`config.mk`:
```
export PLATFORM = sky130hd
export DESIGN_NAME = reg_scoreboard_flat
export DESIGN_NICKNAME = d
export VERILOG_FILES = /design/src/rtl/mips_pkg.sv /design/src/rtl/reg_scoreboard_if.sv /design/src/rtl/reg_scoreboard_sb_entry.sv /design/src/rtl/reg_scoreboard.sv /design/src/flat_wrapper.sv
export SDC_FILE = /design/constraint.sdc
export NUM_CORES = 1
export LEC_CHECK = 0
export CAP_MARGIN = 5
export CORE_ASPECT_RATIO = 0.7
export CORE_MARGIN = 2
export CORE_UTILIZATION = 38
export DETAILED_ROUTE_END_ITERATION = 8
export HOLD_SLACK_MARGIN = 0.05
export PLACE_DENSITY = 0.55
export SYNTH_ARGS = -nofsm -noshare
export SYNTH_HDL_FRONTEND = slang
export SYNTH_SLANG_ARGS = --single-unit
```
`constraint.sdc`:
```
create_clock -name clk -period 13.7 [get_ports clk]
set_clock_uncertainty 0.15 [all_clocks]
set_input_delay 1.37 -clock clk [delete_from_list [all_inputs] [get_ports clk]]
set_output_delay 1.37 -clock clk [all_outputs]
set_load 0.03 [all_outputs]
```
`src/rtl/mips_pkg.sv`:
```
// Shared pipeline types for the MIPS-style hazard unit:
// forwarding codes, scoreboard entry layout and defaults.
package mips_pkg;

  localparam int NREGS_DEF   = 32;
  localparam int MAX_AGE_DEF = 2;

  typedef enum logic [1:0] {
    FWD_REGFILE = 2'b00,
    FWD_MEM_WB  = 2'b01,
    FWD_EX_MEM  = 2'b10
  } fwd_e;

  typedef struct packed {
    logic       valid;
    logic       is_load;
    logic [1:0] age;
  } sb_entry_t;

  // A load still in EX has no result yet, so it never forwards from EX/MEM.
  function automatic fwd_e fwd_sel(sb_entry_t e);
    if (e.valid && e.age == 2'd0 && !e.is_load)
      return FWD_EX_MEM;
    if (e.valid && e.age == 2'd1)
      return FWD_MEM_WB;
    return FWD_REGFILE;
  endfunction

endpackage

```
`src/rtl/reg_scoreboard_if.sv`:
```
// Issue/writeback/operand bundle between the pipeline
// control and the register scoreboard.
interface reg_scoreboard_if;

  logic       pipe_advance;
  logic       issue_valid;
  logic [4:0] issue_rd;
  logic       issue_is_load;
  logic       wb_valid;
  logic [4:0] wb_rd;
  logic [4:0] id_rs;
  logic [4:0] id_rt;
  logic [1:0] fwd_a;
  logic [1:0] fwd_b;
  logic       PC_Enable;
  logic       IF_ID_Pipeline_Enable;
  logic       id_ex_flush;
  logic [5:0] pending_count;
  logic [15:0] stall_cycles;

  modport master (
    output pipe_advance, issue_valid, issue_rd,
    output issue_is_load, wb_valid, wb_rd,
    output id_rs, id_rt,
    input  fwd_a, fwd_b, PC_Enable,
    input  IF_ID_Pipeline_Enable, id_ex_flush,
    input  pending_count, stall_cycles
  );

  modport slave (
    input  pipe_advance, issue_valid, issue_rd,
    input  issue_is_load, wb_valid, wb_rd,
    input  id_rs, id_rt,
    output fwd_a, fwd_b, PC_Enable,
    output IF_ID_Pipeline_Enable, id_ex_flush,
    output pending_count, stall_cycles
  );

endinterface

```
`src/rtl/reg_scoreboard_sb_entry.sv`:
```
// One tracked architectural register: valid, load flag
// and pipeline age of its most recent in-flight writer.
module sb_entry
  import mips_pkg::*;
#(
  parameter int MAX_AGE = MAX_AGE_DEF
) (
  input  logic      clk,
  input  logic      reset,
  input  logic      adv_i,
  input  logic      set_i,
  input  logic      is_load_i,
  input  logic      clr_i,
  output sb_entry_t state_o
);

  localparam logic [1:0] AGE_MAX = 2'(MAX_AGE);

  sb_entry_t state_q;
  sb_entry_t state_d;

  // A new issue beats a same-edge writeback of the older writer.
  always_comb begin
    state_d = state_q;
    if (set_i) begin
      state_d.valid   = 1'b1;
      state_d.is_load = is_load_i;
      state_d.age     = 2'd0;
    end else if (clr_i) begin
      state_d = '0;
    end else if (adv_i && state_q.valid) begin
      if (state_q.age < AGE_MAX)
        state_d.age = state_q.age + 2'd1;
    end
  end

  always_ff @(posedge clk or posedge reset) begin
    if (reset) state_q <= '0;
    else       state_q <= state_d;
  end

  assign state_o = state_q;

endmodule

```
`src/rtl/reg_scoreboard.sv`:
```
// Register scoreboard: load-use stall detection, operand
// forwarding select and in-flight writer bookkeeping.
module reg_scoreboard
  import mips_pkg::*;
#(
  parameter int NREGS   = NREGS_DEF,
  parameter int MAX_AGE = MAX_AGE_DEF
) (
  input  logic       clk,
  input  logic       reset,
  reg_scoreboard_if.slave sb
);

  sb_entry_t ent [1:NREGS-1];
  sb_entry_t ea;
  sb_entry_t eb;
  logic      load_use_a;
  logic      load_use_b;
  logic      stall;
  logic      issue_go;
  logic [5:0]  pend;
  logic [15:0] stall_cycles_q;
  logic [15:0] stall_cycles_d;

  assign issue_go = sb.pipe_advance & sb.issue_valid
                  & (sb.issue_rd != 5'd0) & ~stall;

  for (genvar r = 1; r < NREGS; r++) begin : g_ent
    sb_entry #(.MAX_AGE(MAX_AGE)) u_ent (
      .clk       (clk),
      .reset     (reset),
      .adv_i     (sb.pipe_advance),
      .set_i     (issue_go && sb.issue_rd == 5'(r)),
      .is_load_i (sb.issue_is_load),
      .clr_i     (sb.wb_valid && sb.wb_rd == 5'(r)),
      .state_o   (ent[r])
    );
  end

  // Operand 0 matches no entry and so reads as empty.
  always_comb begin
    ea = '0;
    eb = '0;
    for (int r = 1; r < NREGS; r++) begin
      if (sb.id_rs == 5'(r)) ea = ent[r];
      if (sb.id_rt == 5'(r)) eb = ent[r];
    end
  end

  assign load_use_a = ea.valid & ea.is_load
                    & (ea.age == 2'd0);
  assign load_use_b = eb.valid & eb.is_load
                    & (eb.age == 2'd0);
  assign stall      = load_use_a | load_use_b;

  always_comb begin
    pend = '0;
    for (int r = 1; r < NREGS; r++)
      pend = pend + 6'(ent[r].valid);
  end

  always_comb begin
    stall_cycles_d = stall_cycles_q;
    if (stall && stall_cycles_q != 16'hFFFF)
      stall_cycles_d = stall_cycles_q + 16'd1;
  end

  always_ff @(posedge clk or posedge reset) begin
    if (reset) stall_cycles_q <= '0;
    else       stall_cycles_q <= stall_cycles_d;
  end

  assign sb.fwd_a                 = fwd_sel(ea);
  assign sb.fwd_b                 = fwd_sel(eb);
  assign sb.PC_Enable             = ~stall;
  assign sb.IF_ID_Pipeline_Enable = ~stall;
  assign sb.id_ex_flush           = stall;
  assign sb.pending_count         = pend;
  assign sb.stall_cycles          = stall_cycles_q;

endmodule

```
`src/flat_wrapper.sv`:
```
// flat-port wrapper written by rule: the top's interface ports become plain ports
module reg_scoreboard_flat import mips_pkg::*;
#(
  parameter int NREGS   = NREGS_DEF,
  parameter int MAX_AGE = MAX_AGE_DEF
)
  (clk, reset, sb_pipe_advance, sb_issue_valid, sb_issue_rd, sb_issue_is_load, sb_wb_valid, sb_wb_rd, sb_id_rs, sb_id_rt, sb_fwd_a, sb_fwd_b, sb_PC_Enable, sb_IF_ID_Pipeline_Enable, sb_id_ex_flush, sb_pending_count, sb_stall_cycles);
  reg_scoreboard_if sb_i ();
  input  logic clk;
  input  logic reset;
  input wire logic [$bits(sb_i.pipe_advance)-1:0] sb_pipe_advance;
  input wire logic [$bits(sb_i.issue_valid)-1:0] sb_issue_valid;
  input wire logic [$bits(sb_i.issue_rd)-1:0] sb_issue_rd;
  input wire logic [$bits(sb_i.issue_is_load)-1:0] sb_issue_is_load;
  input wire logic [$bits(sb_i.wb_valid)-1:0] sb_wb_valid;
  input wire logic [$bits(sb_i.wb_rd)-1:0] sb_wb_rd;
  input wire logic [$bits(sb_i.id_rs)-1:0] sb_id_rs;
  input wire logic [$bits(sb_i.id_rt)-1:0] sb_id_rt;
  output wire logic [$bits(sb_i.fwd_a)-1:0] sb_fwd_a;
  output wire logic [$bits(sb_i.fwd_b)-1:0] sb_fwd_b;
  output wire logic [$bits(sb_i.PC_Enable)-1:0] sb_PC_Enable;
  output wire logic [$bits(sb_i.IF_ID_Pipeline_Enable)-1:0] sb_IF_ID_Pipeline_Enable;
  output wire logic [$bits(sb_i.id_ex_flush)-1:0] sb_id_ex_flush;
  output wire logic [$bits(sb_i.pending_count)-1:0] sb_pending_count;
  output wire logic [$bits(sb_i.stall_cycles)-1:0] sb_stall_cycles;
  assign sb_i.pipe_advance = sb_pipe_advance;
  assign sb_i.issue_valid = sb_issue_valid;
  assign sb_i.issue_rd = sb_issue_rd;
  assign sb_i.issue_is_load = sb_issue_is_load;
  assign sb_i.wb_valid = sb_wb_valid;
  assign sb_i.wb_rd = sb_wb_rd;
  assign sb_i.id_rs = sb_id_rs;
  assign sb_i.id_rt = sb_id_rt;
  assign sb_fwd_a = sb_i.fwd_a;
  assign sb_fwd_b = sb_i.fwd_b;
  assign sb_PC_Enable = sb_i.PC_Enable;
  assign sb_IF_ID_Pipeline_Enable = sb_i.IF_ID_Pipeline_Enable;
  assign sb_id_ex_flush = sb_i.id_ex_flush;
  assign sb_pending_count = sb_i.pending_count;
  assign sb_stall_cycles = sb_i.stall_cycles;
  reg_scoreboard #(.NREGS(NREGS), .MAX_AGE(MAX_AGE)) u_core (.clk(clk), .reset(reset), .sb(sb_i));
endmodule
```
Yosys cells after proc, flatten, opt, wreduce, memory -nomap -nowiden:

Index checks and enable logic that the tools add are counted.

* latch bits: 0
* memory bits (read-only): 0
* input bits: 26
* RAM bits: 0
* bits in registers: 140
* memories: 0
* logic and storage cells: 783

* equality and inequality tests: 127
* shift-type cells: 0
* reductions and logical operators: 229
* bitwise gates (word level): 9
* divide/modulo/power cells: 0
* multiply operators: 0
* muxes and demuxes: 231
* $lt $le $gt $ge: 31
* add/subtract/negate cells: 62

Operator list (number)
* $mux 4: 93
* $eq 5x5->1 const B: 64
* $mux 2: 132
* $reduce_bool 3->1: 62
* $add 6x1->6: 29
* $eq 5x4->1 const B: 32
* $logic_and 1x1->1: 100
* $eq 5x3->1 const B: 16
* $add 2x1->2 const B: 31
* $lt 2x2->1 const B: 31
* $reduce_and 2->1: 31
* $reduce_bool 2->1: 31
* $eq 5x2->1 const B: 8
* $eq 5x1->1 const B: 4
* $add 16x1->16 const B: 1
* $ne 16x16->1 const B: 1
* $and 1x1->1: 7
* $mux 1: 6
* $reduce_bool 5->1: 1
* $eq 2x1->1 const B: 2
* $logic_not 2->1: 2
* $add 1x1->2: 1
* $logic_not 1->1: 2
* $not 1->1: 1
* $or 1x1->1: 1

Logic depth before layout (Yosys ltp):

* depth after elaboration: 40
* depth in mapped cells: 17

Cells and area by module:

From an unflattened synthesis, not the netlist that was laid out.

* cells, all modules: 1330
* area total of the unflattened synthesis: 11277.1 um^2

By module, submodules not included
* reg_scoreboard: times used 1, cells an instance 834, area each 5924.4 um^2
* sb_entry: times used 31, cells an instance 16, area each 172.7 um^2

Least setup slack after synthesis:

OpenSTA, ideal clock, no wires.

* kind: register to output
* from: reg u_core.g_ent[2].u_ent.state_q (netlist bit u_core.g_ent[2].u_ent.state_o[3])
* to: out sb_pending_count[4]
* arrival time: 5.141 ns
* cell stages (with the launch flop): 17
* buffers on the path: 0
* required time: 12.180 ns
* setup slack: 7.039 ns
* path through: dfrtp_1 ha_1 inv_1 fa_1 fa_1 fa_1 fa_1 fa_1 fa_1 inv_1 ha_1 inv_1 fa_1 inv_1 a21o_1 a21oi_1 xnor2_1

* word-level cells in the longest chain between the ends: 30

Ends and longest elaborated chain
* start, declared: RTL line reg_scoreboard_sb_entry.sv:19 `sb_entry_t state_q;`
* start signal, assigned: RTL line reg_scoreboard_sb_entry.sv:39 `else state_q <= state_d;`
* $add 1x1->2: RTL line reg_scoreboard.sv:59 `pend = pend + 6'(ent[r].valid);`
* $add 6x1->6 (29 in a row): RTL line reg_scoreboard.sv:59
* end, declared: RTL line flat_wrapper.sv:24 `output wire logic [$bits(sb_i.pending_count)-1:0] sb_pending_count;`

No other way between the ends.

Worst setup path in the final report:

* from: reg u_core.g_ent[1].u_ent.state_q (netlist bit u_core.g_ent[1].u_ent.state_o[3])
* to: out sb_pending_count[4]

* word-level cells in the longest chain between the ends: 30

Ends and longest elaborated chain (RTL line)
* start, declared: reg_scoreboard_sb_entry.sv:19
* start signal, assigned: reg_scoreboard_sb_entry.sv:39
* $add 1x1->2: reg_scoreboard.sv:59
* $add 6x1->6 (29 in a row): reg_scoreboard.sv:59

No other way between the ends.

==> impl_metrics.csv <==
group,metric,value,unit
outcome,outcome,"completed",
critical_path,required,12.18,ns
critical_path,path_class,"reg2out",
sta,rsz0062_at_grt,"no",
yosys,syn_area_per_cell,8.58,um2
die,start_util,38.9,%
sta,worst_pin_slew,0.969,ns
sta,setup-tns-final,0,ns
yosys,syn_nets,1326,
detailed_routing,drt-vias-per-instance,6.30,
cells_and_area,fill_cells,2854,
detailed_routing,dr.pass1.iters,6,
yosys,yosys_register_bits,140,
critical_path,crit_arrival,6.26,ns
yosys,syn_area,10900,um2
grt,grt_pass1_vias,9644,
critical_path,ff2ff_setup_slack,9.90,ns
die,die_height,146,um
run,drv_cap,0,
yosys,ys.flop_type,"dfrtp_1",
critical_path,start_kind,"register",
cells_and_area,final_cells,1666,
power_and_ir_drop,power,3300,uW
placement,dp.cells,1633,
sta,post-route-period-util,56.8,%
detailed_routing,drt_iter0_drc,2041,
cells_and_area,syn2layout_area_growth,11.8,%
die,rows,51,
clock_network,cts_root_buffer,"clkbuf_16",
critical_path,endpoint_kind,"output pin",
power_and_ir_drop,leakage,0.00560,uW
cells_and_area,antennaDiodeCount,0,
yosys,ys_seq_area_share,32.2,%
detailed_routing,postRouteAntennaNets,0,
cells_and_area,final_cell_mix,"175 x nand2_1, 140 x dfrtp_1, 91 x nor2_1",
placement,placed_cell_area,11600,um2
detailed_routing,drc,0,
yosys,synth.yosys.warnings,0,
detailed_routing,num_vias,10500,
grt,grtUsageTotal,29.5,%
cells_and_area,final_common_cell,"nand2_1",
clock_network,cts_max_path_buffers,2,
clock_network,cts.repair.resized,0,
die,chipWidth,206,um
clock_network,clk_latency,0.46,ns
cells_and_area,drive_above_1_share,10.4,%
yosys,ys_types,80,
grt,grt_start_max_net_pins,91,
sta,finalHoldViolCount,0,
cells_and_area,fin_nets,1341,
sta,fmax,0.128,GHz
clock_network,postCtsSetupRepairBufs,0,
min_path,min_path_type,"reg2reg",
clock_network,cts-buffers-inserted,17,
yosys,synthTopCellsByArea,"dfrtp_1 32%, nand2_1 6.0%, mux2i_1 5.4%",
detailed_routing,drt_wl_total,43400,um
yosys,synth.top_cell.area_share,32.2,%
die,dieArea,30000,um2
clock_network,cts_num_sinks,140,
sta,slew-limit-headroom,35.0,%
yosys,netlist_instances,1267,
placement,gp_congestion,1.05,
clock_network,cts_hold_buf,0,
yosys,synthArstFlopShare,100,%
power_and_ir_drop,p_per_area,271,nW/um2
die,core,27900,um2
clock_network,clk_pin_slew,0.06,ns
power_and_ir_drop,ir_drop,0.672,mV
yosys,yosys.area.top_type,"dfrtp_1",
sta,hold_ws,0.359,ns
sta,fin_crit,7.78,ns
die,io_pins,55,
placement,hpwl,32600,um
grt,grt_pass1_wl,65000,um
grt,overflow,0,
sta,finalSetupViolations,0,
placement,numPortBuffers,54,
detailed_routing,wl_per_cell,26.1,um
cells_and_area,final_area,12200,um2
clock_network,cts_tree,"done",
sta,drv_slew,0,
grt,grt_antenna_before_repair,0,
critical_path,cp_max_fo,6,
clock_network,htree_levels,4,
yosys,synth_edf_count,0,
[path summary, 6_finish.rpt]
check | start | to | depth (start not counted)
min in group asynchronous | reset | u_core.g_ent[15].u_ent.state_o[1] | 2
max in group asynchronous | reset | u_core.g_ent[28].u_ent.state_o[0] | 3
min reg2reg | u_core.g_ent[31].u_ent.state_o[3] | u_core.g_ent[31].u_ent.state_o[3] | 2
max | u_core.g_ent[1].u_ent.state_o[3] | sb_pending_count[4] | 17
max reg2reg | u_core.g_ent[20].u_ent.state_o[1] | u_core.g_ent[12].u_ent.state_o[0] | 10
min | u_core.g_ent[31].u_ent.state_o[3] | u_core.g_ent[31].u_ent.state_o[3] | 2
[cell type report]
| type | instances | area [um2] | share of cell area, % |
|---|---|---|---|
| well taps | 371 | 464 | 3.82 |
| flip-flops and latches | 140 | 3500 | 28.8 |
| clock inverters | 11 | 134 | 1.10 |
| multi-input cells | 970 | 6650 | 54.7 |
| repair buffers | 71 | 638 | 5.25 |
| clock buffers | 21 | 460 | 3.79 |
| inverters | 82 | 313 | 2.57 |
[critical path, cell delays in order (launching register included)]
cell and delay (ns):
dfrtp_1 0.44, ha_1 0.34, inv_1 0.07, fa_1 0.67
fa_1 0.46, fa_1 0.51, fa_1 0.52, fa_1 0.53
fa_1 0.55, inv_1 0.05, ha_1 0.20, inv_1 0.07
fa_1 0.20, inv_1 0.05, a21o_1 0.17, a21oi_1 0.17
xnor2_1 0.13, clkdlybuf4s50_1 0.68
[layer usage]
layer	vias to the layer above	track usage [%]	wire (um)
met2	684	35.6	15900
met3	60	13.4	6670
met1	5161	46.3	20200
li1	4592	-	-
met4	0	6.04	723
met5	-	0	0
[cells by family (layout without fill, tap and decap cells)]
group / Yosys count / count (layout) / share of synthesized area (%)
DFF: 140 / 140 / 32.2
xor gates and xnor gates: 46 / 46 / 3.71
buffers and inverters: 157 / 185 / 6.75
and+or+nand+nor: 530 / 530 / 24.9
adders and majority gates: 33 / 33 / 5.38
AOI/OAI and AO/OA: 276 / 276 / 18.6
muxes: 85 / 85 / 8.43
[per-stage QoR]
stage	setup WS [ns]	utilization, %
after floorplan	7.04	-
after detailed placement	6.40	41.4
after global placement	6.44	41.4
after global routing	5.62	43.5
after CTS	5.90	43.5
final	5.92	43.5
[power by group]
part           internal [uW]  switching, uW  leakage [uW]
clock                    280            202      0.000282
combinational            909           1120       0.00359
sequential               537            252       0.00172
[sequential cells by signal (all words and copies together), names as in the netlist]
signal and flops:
u_core.g_ent.u_ent.state_o 124, u_core.sb.stall_cycles 16
[cells in the mapped netlist, types with 16 or more instances]
cell and number:
nor2_1 91, nand2_1 175, mux2i_1 59, nand3_1 31, xor2_1 33, inv_1 80
fa_1 23, and3_1 75, nand4_1 32, a31o_2 25, nand2b_1 24, o21ai_0 40
buf_4 16, clkbuf_1 20, a21oi_1 48, nor3_1 25, mux2_2 21, nor2b_1 22
a211oi_1 16, dfrtp_1 140, buf_2 31
Note: power is estimated with default switching activity, not from simulation.
